$ cat src/rtl/mux_pkg.sv
// ============================================================================
// Module   : mux_pkg
// Purpose  : Shared types and helpers for the arbitrated N-to-1 multiplexer.
// Revision : 1.0 - initial release
// ============================================================================
`default_nettype none

package mux_pkg;

  typedef enum logic {
    ARB_FIXED = 1'b0,
    ARB_RR    = 1'b1
  } arb_mode_e;

  localparam int MAX_IN    = 16;
  localparam int MAX_SEL_W = 4;

  // OR-reduction encoder; correct only for one-hot or all-zero input.
  function automatic logic [MAX_SEL_W-1:0] onehot_to_idx(input logic [MAX_IN-1:0] oh);
    logic [MAX_SEL_W-1:0] idx;
    idx = '0;
    for (int i = 0; i < MAX_IN; i++) begin
      if (oh[i]) idx = idx | MAX_SEL_W'(i);
    end
    return idx;
  endfunction

endpackage

`default_nettype wire

$ cat src/rtl/mux_arb_nto1_rr_arbiter.sv
// ============================================================================
// Module   : rr_arbiter
// Purpose  : Combinational round-robin / fixed-priority grant generator.
// Revision : 1.0 - initial release
// ============================================================================
`default_nettype none

module rr_arbiter
  import mux_pkg::*;
#(
  parameter int NUM_IN = 4,
  parameter int RR_EN  = 1,
  localparam int SEL_W = $clog2(NUM_IN)
) (
  input  logic [NUM_IN-1:0] req,
  input  logic [SEL_W-1:0]  ptr,
  output logic [NUM_IN-1:0] grant_onehot,
  output logic [SEL_W-1:0]  grant_idx,
  output logic              any_grant
);

  localparam arb_mode_e MODE = (RR_EN != 0) ? ARB_RR : ARB_FIXED;

  logic [MAX_IN-1:0] oh_ext;

  // Scan from ptr upward (or from 0 in fixed mode); the first request wins.
  always_comb begin
    logic [SEL_W-1:0] idx;
    logic             found;
    grant_onehot = '0;
    found        = 1'b0;
    idx          = '0;
    for (int k = 0; k < NUM_IN; k++) begin
      if (MODE == ARB_RR) begin
        idx = SEL_W'((int'(ptr) + k) % NUM_IN);
      end else begin
        idx = SEL_W'(k);
      end
      if (!found && req[idx]) begin
        grant_onehot[idx] = 1'b1;
        found             = 1'b1;
      end
    end
  end

  always_comb begin
    oh_ext               = '0;
    oh_ext[NUM_IN-1:0]   = grant_onehot;
  end

  assign grant_idx = SEL_W'(onehot_to_idx(oh_ext));
  assign any_grant = |req;

endmodule

`default_nettype wire

$ cat src/rtl/mux_arb_nto1.sv
// ============================================================================
// Module   : mux_arb_nto1
// Purpose  : N-input arbitrated mux with valid/ready handshakes and a
//            registered output stage.
// Revision : 1.0 - initial release
// ============================================================================
`default_nettype none

module mux_arb_nto1
  import mux_pkg::*;
#(
  parameter int NUM_IN = 4,
  parameter int WIDTH  = 32,
  parameter int RR_EN  = 1,
  localparam int SEL_W = $clog2(NUM_IN)
) (
  input  logic                    clk,
  input  logic                    rst,
  input  logic [NUM_IN-1:0]       in_valid,
  input  logic [NUM_IN*WIDTH-1:0] in_data,
  output logic [NUM_IN-1:0]       in_ready,
  output logic                    out_valid,
  output logic [WIDTH-1:0]        out_data,
  output logic [SEL_W-1:0]        out_sel,
  input  logic                    out_ready
);

  localparam arb_mode_e MODE = (RR_EN != 0) ? ARB_RR : ARB_FIXED;

  logic [SEL_W-1:0]  ptr_q, ptr_d;
  logic              out_valid_q, out_valid_d;
  logic [WIDTH-1:0]  out_data_q, out_data_d;
  logic [SEL_W-1:0]  out_sel_q, out_sel_d;

  logic [NUM_IN-1:0] grant_onehot;
  logic [SEL_W-1:0]  grant_idx;
  logic              any_grant;
  logic              load;
  logic              xfer;
  logic [WIDTH-1:0]  sel_data;

  rr_arbiter #(
    .NUM_IN (NUM_IN),
    .RR_EN  (RR_EN)
  ) u_arb (
    .req          (in_valid),
    .ptr          (ptr_q),
    .grant_onehot (grant_onehot),
    .grant_idx    (grant_idx),
    .any_grant    (any_grant)
  );

  assign load     = !out_valid_q || out_ready;
  assign in_ready = (load && any_grant && !rst) ? grant_onehot : '0;
  assign xfer     = |in_ready;

  always_comb begin
    sel_data = '0;
    for (int i = 0; i < NUM_IN; i++) begin
      sel_data = sel_data | (in_data[i*WIDTH +: WIDTH] & {WIDTH{grant_onehot[i]}});
    end
  end

  always_comb begin
    out_valid_d = out_valid_q;
    out_data_d  = out_data_q;
    out_sel_d   = out_sel_q;
    ptr_d       = ptr_q;
    if (load) begin
      out_valid_d = xfer;
      if (xfer) begin
        out_data_d = sel_data;
        out_sel_d  = grant_idx;
      end
    end
    // Explicit wrap keeps ptr below NUM_IN for non-power-of-two widths.
    if ((MODE == ARB_RR) && xfer) begin
      ptr_d = (grant_idx == SEL_W'(NUM_IN - 1)) ? '0 : grant_idx + 1'b1;
    end
  end

  always_ff @(posedge clk) begin
    if (rst) begin
      ptr_q       <= '0;
      out_valid_q <= 1'b0;
      out_data_q  <= '0;
      out_sel_q   <= '0;
    end else begin
      ptr_q       <= ptr_d;
      out_valid_q <= out_valid_d;
      out_data_q  <= out_data_d;
      out_sel_q   <= out_sel_d;
    end
  end

  assign out_valid = out_valid_q;
  assign out_data  = out_data_q;
  assign out_sel   = out_sel_q;

endmodule

`default_nettype wire

$ cat config.mk
export PLATFORM = sky130hd
export DESIGN_NAME = mux_arb_nto1
export DESIGN_NICKNAME = d
export VERILOG_FILES = /design/src/rtl/mux_pkg.sv /design/src/rtl/mux_arb_nto1_rr_arbiter.sv /design/src/rtl/mux_arb_nto1.sv
export SDC_FILE = /design/constraint.sdc
export NUM_CORES = 1
export LEC_CHECK = 0
export BUFFER_PORTS_ARGS = -buffer_cell sky130_fd_sc_hd__buf_2
export CORE_UTILIZATION = 44
export DETAILED_ROUTE_END_ITERATION = 6
export HOLD_SLACK_MARGIN = 0.03
export MAX_ROUTING_LAYER = met4
export PLACE_DENSITY_LB_ADDON = 0.3
export SKIP_CTS_REPAIR_TIMING = 1
export SYNTH_ARGS = -nofsm -noshare
export SYNTH_HDL_FRONTEND = slang
export SYNTH_SLANG_ARGS = --single-unit
$ cat constraint.sdc
create_clock -name clk -period 8.2 [get_ports clk]
set_clock_uncertainty 0.1 [all_clocks]
set_input_delay 0.82 -clock clk [delete_from_list [all_inputs] [get_ports clk]]
set_output_delay 0.82 -clock clk [all_outputs]
set_load 0.02 [all_outputs]
==> out/results.tsv, run 1 <==
metric	value	unit
syn2layout_area_growth	39.5	%
syn_area	2380	um^2
die_w	75.6	um
synthMuxAreaShare	2.83	%
cts_max_path_buffers	2	
yosys_warnings	0	
finalCriticalPeriod	4.26	ns
min_path_type	flip-flop to flip-flop	
grt_usage	23.8	%
synth_top_family_by_area	compound AO/OA/AOI/OAI gates	
syn_area_per_cell	9.61	um^2
ys_seq_elements	37	
vias	2694	
dp_hpwl	5.16	mm
path_class	flip-flop to output port	
place_congestion	0.925	
grt_start_max_net_pins	55	
slew_violations	0	
clk_pin_slew_worst_paths	0.07	ns
report.final.setup_viol	0	
min_period_over_period	52.0	%
rsz0062_at_grt	no	
cts_tree	done	
grt_overflow	0	
fp.coreArea	5170	um^2
synth_compound_area_share	45.6	%
htreeDepth	2	
syn-instance-count	248	
finalSetupTns	0	ns
critPathLaunchType	flip-flop	
worstSkewPairLatency	0.29	ns
finalNetCount	546	
p_leak	0.00149	uW
maxCapViolCount	0	
syn-num-nets	389	
rrSetupSlack	4.30	ns
dr.pass1.iters	6	
relSlewSlack	30.3	%
drt_iter0_markers	152	
synthSimpleGateAreaFrac	10.6	%
port_buffers	173	
cts_sinks	37	
drc	0	
hold_viol_final	0	
wl_per_cell	15.3	um
synth_cell_type_count	29	
antenna_cells	0	
ir_drop	0.116	mV
grt_pass1_vias	2161	
critPathMaxFanout	36	
synth_xor_area_share	0.367	%
cts-root-buf	clkbuf_8	
power	960	uW
cp.arrival	3.34	ns
wl	7.29	mm
synth.yosys.seq_area_share	31.1	%
fmax	0.235	GHz
status	complete, no violations	
vias_per_cell	5.67	
cp.required	7.28	ns
antenna_found_initial	0	
ioPinCount	174	
num_rows	26	
synthAdderAreaFrac	3.15	%
start_util	46.1	%
grt_first_pass_wirelength	9.96	mm
die_area	5720	um^2
dieHeight	75.6	um
antenna_left	0	
p_per_area	289	nW/um^2
drive_above_1_share	53.8	%
tightest_slew	1.05	ns
numCtsBuffers	5	
crit_path_end_kind	output port	
==> worst max-delay path, stage by stage (launching register included) <==
cell and delay [ns]:
dfxtp_1 0.58, inv_1 0.14, ha_1 0.39, mux4_2 0.53
nor3b_1 0.42, a221o_1 0.27, buf_4 0.38, and2_1 0.19
buf_2 0.16
==> power breakdown <==
part	switching (uW)	leakage, uW	internal, uW
Combinational	351	0.00114	215
Sequential	29.4	0.000305	235
Clock	63.3	0.0000433	66.4
==> cells by family after synthesis <==
family                     after synthesis
AOI/OAI and AO/OA                      115
xor gates and xnor gates                 1
adders and majority gates                6
buffers and inverters                   31
DFF                                     37
muxes                                    3
and+or+nand+nor                         55
==> flip-flops by register name, indices dropped and copies added (netlist names) <==
register   cells
out_data      32
out_sel        2
out_valid      1
ptr_q          2
==> layout by cell type (no fill, tap or decap), types with 4 or more instances in the layout <==
cell type,synthesis,final
nor2_1,38,38
buf_4,2,5
buf_2,5,173
clkbuf_8,0,6
a221o_1,4,4
and2_1,4,4
a22oi_1,64,64
a22o_1,4,4
a21oi_1,4,4
o21ai_0,4,4
ha_1,6,6
dfxtp_1,37,37
a311oi_2,29,29
==> area by class of cell <==
| class | instances | area, um^2 |
|---|---|---|
| Multi-Input combinational cell | 180 | 1490 |
| Clock buffer | 6 | 82.6 |
| Inverter | 3 | 11.3 |
| Clock inverter | 1 | 7.51 |
| Fill cell | 460 | 1850 |
| Tap cell | 70 | 87.6 |
| Sequential cell | 37 | 741 |
| Timing Repair Buffer | 178 | 903 |
==> path summary, 6_finish.rpt <==
check                   from     endpoint  cells after the start
hold / removal    out_sel[1]   out_sel[1]                      2
setup reg to reg    ptr_q[0]  out_data[1]                      9
setup / recovery    ptr_q[0]  in_ready[3]                      8
hold reg to reg   out_sel[1]   out_sel[1]                      2
==> cells in the mapped netlist <==
master    instances  share of area, %
a221o_1           4               1.7
buf_2             5               1.0
o21ai_0           4              0.84
a311oi_1          3               1.1
inv_1             3              0.47
nor2b_1           2              0.52
nor4bb_1          1              0.42
nand2_1           3              0.47
or3_1             3              0.79
o41a_1            1              0.47
a22o_1            4               1.5
xnor2_1           1              0.37
buf_4             2              0.63
nor4b_1           1              0.37
o41ai_1           1              0.37
a21oi_1           4              0.84
mux4_2            3               2.8
nor2_1           38               6.0
and2_1            4               1.0
buf_1             2              0.32
clkbuf_1         16               2.5
and3b_1           1              0.37
a22oi_1          64                20
buf_6             3               1.4
dfxtp_1          37                31
a211o_1           1              0.37
ha_1              6               3.1
a311oi_2         29                18
nor3b_1           2              0.63
==> layer usage <==
metal / track usage (%) / vias up / share of wire (%)
li1: - / 1311 / -
met1: 26.7 / 1246 / 41
met4: 6.58 / 0 / 1.0
met2: 42.6 / 130 / 51
met3: 5.29 / 7 / 6.6
met5: - / - / 0
==> stage by stage <==
| step | hold WS, ns | utilization [%] | setup WS (ns) | instance area (um^2) | std cells |
|---|---|---|---|---|---|
| final | 0.364 | 64.3 | 3.94 | 3320 | 475 |
| after global routing | 0.386 | 64.3 | 3.65 | 3320 | 475 |
| after CTS | 0.364 | 64.3 | 3.91 | 3320 | 475 |
| after detailed placement | 0.351 | 62.5 | 4.25 | 3230 | 468 |
| after global placement | 0.349 | 62.5 | 4.40 | 3230 | 468 |
| after floorplan | 0.413 | - | 4.50 | 2380 | 248 |
Power figures use the tool's default switching activity.
==> run 2, diff against run 1 <==
Settings changed: CORE_UTILIZATION 44 to 41.
Clock period 8.2 ns to 4 ns, I/O delays scaled along.
==> out/results.tsv, run 2 (synthesis results as in run 1) <==
metric	value	unit	change
cts_sinks	37		unchanged
wl	7.43	mm	was 7.29 mm
start_util	43.0	%	was 46.1%
die_area	6120	um^2	was 5720 um^2
dr.pass1.iters	5		was 6
worstSkewPairLatency	0.28	ns	was 0.29 ns
report.final.setup_viol	0		unchanged
num_rows	27		was 26
vias	2643		was 2694
relSlewSlack	32.9	%	was 30.3%
cts-root-buf	clkbuf_8		unchanged
antenna_found_initial	0		unchanged
fin_util	60.7	%	was 64.3%
dp.cells	471		was 468
vias_per_cell	5.53		was 5.67
cts_tree	done		unchanged
final_cell_mix	buf_2 (173), a22oi_1 (64), nor2_1 (38)		unchanged
status	complete, no violations		unchanged
clk_pin_slew_worst_paths	0.07	ns	about the same
crit_path_end_kind	flip-flop		was output port
numCtsBuffers	5		unchanged
grt_overflow	0		unchanged
nFillCells	520		was 460
wl_per_cell	15.5	um	was 15.3 um
cts_max_path_buffers	2		unchanged
drive_above_1_share	53.9	%	was 53.8%
final_common_cell	buf_2		unchanged
syn2layout_area_growth	41.0	%	was 39.5%
htreeDepth	2		unchanged
cp.required	4.10	ns	was 7.28 ns
instances_no_fill	478		was 475
antenna_left	0		unchanged
drc	0		unchanged
dieHeight	78.2	um	was 75.6 um
path_class	flip-flop to flip-flop		was flip-flop to output port
grt_first_pass_wirelength	11.7	mm	was 9.96 mm
port_buffers	173		unchanged
finalNetCount	547		was 546
cp.arrival	3.81	ns	was 3.34 ns
tightest_slew	1.01	ns	was 1.05 ns
drt_iter0_markers	179		was 152
antenna_cells	0		unchanged
finalSetupTns	0	ns	unchanged
grt_pass1_vias	2503		was 2161
finalCriticalPeriod	3.71	ns	
crit_chain	inv_1 > ha_1 > mux4_2 > nor2b_1 > a22o_1 > a221o_1 > buf_4 > o41ai_1 > or3_1 > nor3b_1		was inv_1 > ha_1 > mux4_2 > nor3b_1 > a221o_1 > buf_4 > and2_1 > buf_2
crit_slowest_cell	o41ai_1		was dfxtp_1
critPathMaxFanout	36		unchanged
critPathBufInv	2		was 3
ioPinCount	174		unchanged
slew_violations	0		unchanged
grt_start_max_net_pins	53		was 55
place_congestion	0.816		was 0.925
critPathLaunchType	flip-flop		unchanged
grt_usage	24.9	%	was 23.8%
critPathMaxStageDelay	0.77	ns	was 0.58 ns
min_period_over_period	92.6	%	
p_per_area	604	nW/um^2	was 289 nW/um^2
rsz0062_at_grt	no		unchanged
path_delay_family	compound AO/OA/AOI/OAI gates		was buffers and inverters
dp_hpwl	5.23	mm	was 5.16 mm
min_path_type	input pin to flip-flop		was flip-flop to flip-flop
ir_drop	0.255	mV	was 0.116 mV
fmax	0.270	GHz	
die_w	78.2	um	was 75.6 um
largest_register_ffs	32		unchanged
p_leak	0.00151	uW	was 0.00149 uW
hold_viol_final	0		unchanged
maxCapViolCount	0		unchanged
fp.coreArea	5540	um^2	was 5170 um^2
==> run 2: path summary, 6_finish.rpt <==
path	startpoint	to	slack, ns	cells past startpoint
hold / removal	out_ready	out_valid	0.34	4
setup / recovery	ptr_q[1]	out_sel[0]	0.29	10
hold reg to reg	out_sel[1]	out_sel[1]	0.36	2
setup reg to reg	ptr_q[1]	out_sel[0]	0.29	10
==> run 2: final cells by class <==
type / instances / area [um^2] / area share [%]
multi-input combinational: 180 / 1490 / 44.4
clock buffer: 5 / 68.8 / 2.05
sequential: 37 / 741 / 22.0
timing repair buffer: 179 / 923 / 27.5
tap: 72 / 90.1 / 2.68
inverter: 3 / 11.3 / 0.335
clock inverter: 2 / 35.0 / 1.04
==> run 2: per-layer routing <==
metal  routed length [um]  global-route usage, %  up-vias
li1                     -                      -     1310
met1                 2960                   27.2     1194
met2                 3780                   44.4      128
met3                  567                   4.42       11
met4                  121                   10.0        0
met5                    0                      -        -
==> run 2: stage by stage <==
step                power [uW]  hold slack [ns]  cell area [um^2]  setup WS, ns
global route              2180            0.372              3360        0.0239
global placement          1710            0.343              3260         0.414
CTS                       2040            0.330              3360         0.304
detailed placement        1730            0.355              3260         0.376
floorplan                 1420            0.413              2380         0.576
finish                    2030            0.336              3360         0.295
==> run 2: where the power goes <==
group,switching (uW),total [uW],internal [uW]
logic,737,1190,453
clock network,124,305,181
registers,51.6,534,482
total,912,2030,1120
==> run 2: tightest hold or removal path, cell delays in order <==
cell and delay [ns]:
buf_2 0.08, nor2b_1 0.05, nor2_1 0.11, nor2_1 0.04
==> run 3, diff against run 2 <==
==> constraint.sdc (replaced) <==
create_clock -name clk -period 4 [get_ports clk]
set_clock_uncertainty 0.1 [all_clocks]
set_input_delay 0 -clock clk [delete_from_list [all_inputs] [get_ports clk]]
set_output_delay 0 -clock clk [all_outputs]
set_load 0.02 [all_outputs]
==> out/results.tsv, run 3 (synthesis results as in run 1) <==
metric	value	unit	change
fp.coreArea	5540	um^2	unchanged
cts_sinks	37		unchanged
syn2layout_area_growth	44.9	%	was 41.0%
cp.required	4.02	ns	was 4.10 ns
htreeDepth	2		unchanged
crit_path_end_kind	flip-flop		unchanged
clkPwrFrac	16.1	%	was 15.0%
grt_pass1_vias	2515		was 2503
place_congestion	0.805		was 0.816
antenna_found_initial	0		unchanged
p_int	1140	uW	was 1120 uW
maxCapViolCount	0		unchanged
dp.cells	470		was 471
die_area	6120	um^2	unchanged
switchingPower	929	uW	was 912 uW
ir_drop	0.352	mV	was 0.255 mV
antenna_cells	0		unchanged
rsz0062_at_grt	no		unchanged
clk_pin_slew_worst_paths	0.07	ns	about the same
slew_violations	0		unchanged
grt_overflow	0		unchanged
die_w	78.2	um	unchanged
top_layer	met4		unchanged
wl	7.78	mm	was 7.43 mm
port_buffers	173		unchanged
route.met3.wl	637	um	was 567 um
ioPinCount	174		unchanged
start_util	43.0	%	unchanged
report.final.setup_viol	0		unchanged
p_per_area	599	nW/um^2	was 604 nW/um^2
grt_first_pass_wirelength	11.9	mm	was 11.7 mm
drt_iter0_markers	160		was 179
cts-root-buf	clkbuf_8		unchanged
dieHeight	78.2	um	unchanged
relSlewSlack	30.6	%	was 32.9%
critPathLaunchType	flip-flop		unchanged
final_common_cell	buf_2		unchanged
min_path_type	input pin to flip-flop		unchanged
worstSkewPairLatency	0.29	ns	was 0.28 ns
combPwrFrac	57.6	%	was 58.7%
dp_hpwl	5.25	mm	was 5.23 mm
finalNetCount	554		was 547
critPathMaxFanout	54		was 36
final_cell_mix	buf_2 (173), a22oi_1 (64), nor2_1 (38)		unchanged
numCtsBuffers	5		unchanged
instances_no_fill	486		was 478
tightest_slew	1.04	ns	was 1.01 ns
power.share.sequential	26.2	%	was 26.3%
num_rows	27		unchanged
hold_viol_final	0		unchanged
cp.arrival	3.78	ns	was 3.81 ns
largest_register_ffs	32		unchanged
wl_met1	3.03	mm	was 2.96 mm
cts_tree	done		unchanged
grt_usage	25.4	%	was 24.9%
dr.pass1.iters	4		was 5
wl_met2	3.92	mm	was 3.78 mm
status	complete, no violations		unchanged
antenna_left	0		unchanged
grt_start_max_net_pins	55		was 53
rrSetupSlack	0.24	ns	was 0.29 ns
drive_above_1_share	52.9	%	was 53.9%
path_class	flip-flop to flip-flop		unchanged
cts_max_path_buffers	2		unchanged
fmax	0.266	GHz	was 0.270 GHz
finalCriticalPeriod	3.76	ns	was 3.71 ns
wl_per_cell	16.0	um	was 15.5 um
drc	0		unchanged
p_leak	0.00155	uW	was 0.00151 uW
vias_per_cell	5.60		was 5.53
vias	2724		was 2643
finalSetupTns	0	ns	unchanged
swShare	44.9	%	was 45.0%
min_period_over_period	94.0	%	was 92.6%
==> run 3: metal layers <==
layer	up-vias	track usage, %
met5	-	-
met4	0	9.44
met3	17	5.00
met2	158	44.2
li1	1327	-
met1	1222	28.9
==> run 3: power groups by stage <==
stage | clock, uW | combinational [uW] | sequential (uW)
final | 334 | 1190 | 543
after global routing | 358 | 1300 | 557
after CTS | 344 | 1180 | 544
after detailed placement | 0 | 1180 | 552
after global placement | 0 | 1160 | 545
after floorplan | 0 | 742 | 678
==> run 3: worst paths after layout <==
| kind | end | depth (start not counted) | from |
|---|---|---|---|
| max | out_data[1] | 10 | ptr_q[0] |
| min | out_data[22] | 3 | in_data[54] |
| min reg2reg | out_sel[1] | 2 | out_sel[1] |
| max reg2reg | out_data[1] | 10 | ptr_q[0] |
==> run 3: final cells by class <==
cell class | instances | area, um^2
well taps | 72 | 90.1
fillers | 502 | 2090
clock buffers | 7 | 86.3
inverters | 3 | 11.3
flip-flops and latches | 37 | 741
clock inverters | 1 | 30.0
repair buffers | 186 | 996
multi-input cells | 180 | 1500
==> run 3: worst max-delay path, stage by stage, from the launching register on <==
cell and delay (ns):
dfxtp_1 0.58, inv_1 0.15, ha_1 0.40, mux4_2 0.54
nor2b_1 0.19, a22o_1 0.19, a221o_1 0.31, o41a_2 0.65
buf_12 0.26, nor2_1 0.14, a311oi_2 0.06
==> run 3: through the flow <==
stage | hold WS [ns] | area (um^2) | power, uW | setup WS, ns | utilization [%]
floorplan | 0.107 | 2380 | 1420 | 0.576 | -
global placement | 0.222 | 3250 | 1700 | 0.396 | 58.6
detailed placement | 0.218 | 3250 | 1730 | 0.266 | 58.6
CTS | -0.0998 | 3370 | 2070 | 0.243 | 60.7
global route | 0.0303 | 3450 | 2220 | 0.0240 | 62.3
finish | 0.0124 | 3450 | 2070 | 0.241 | 62.3
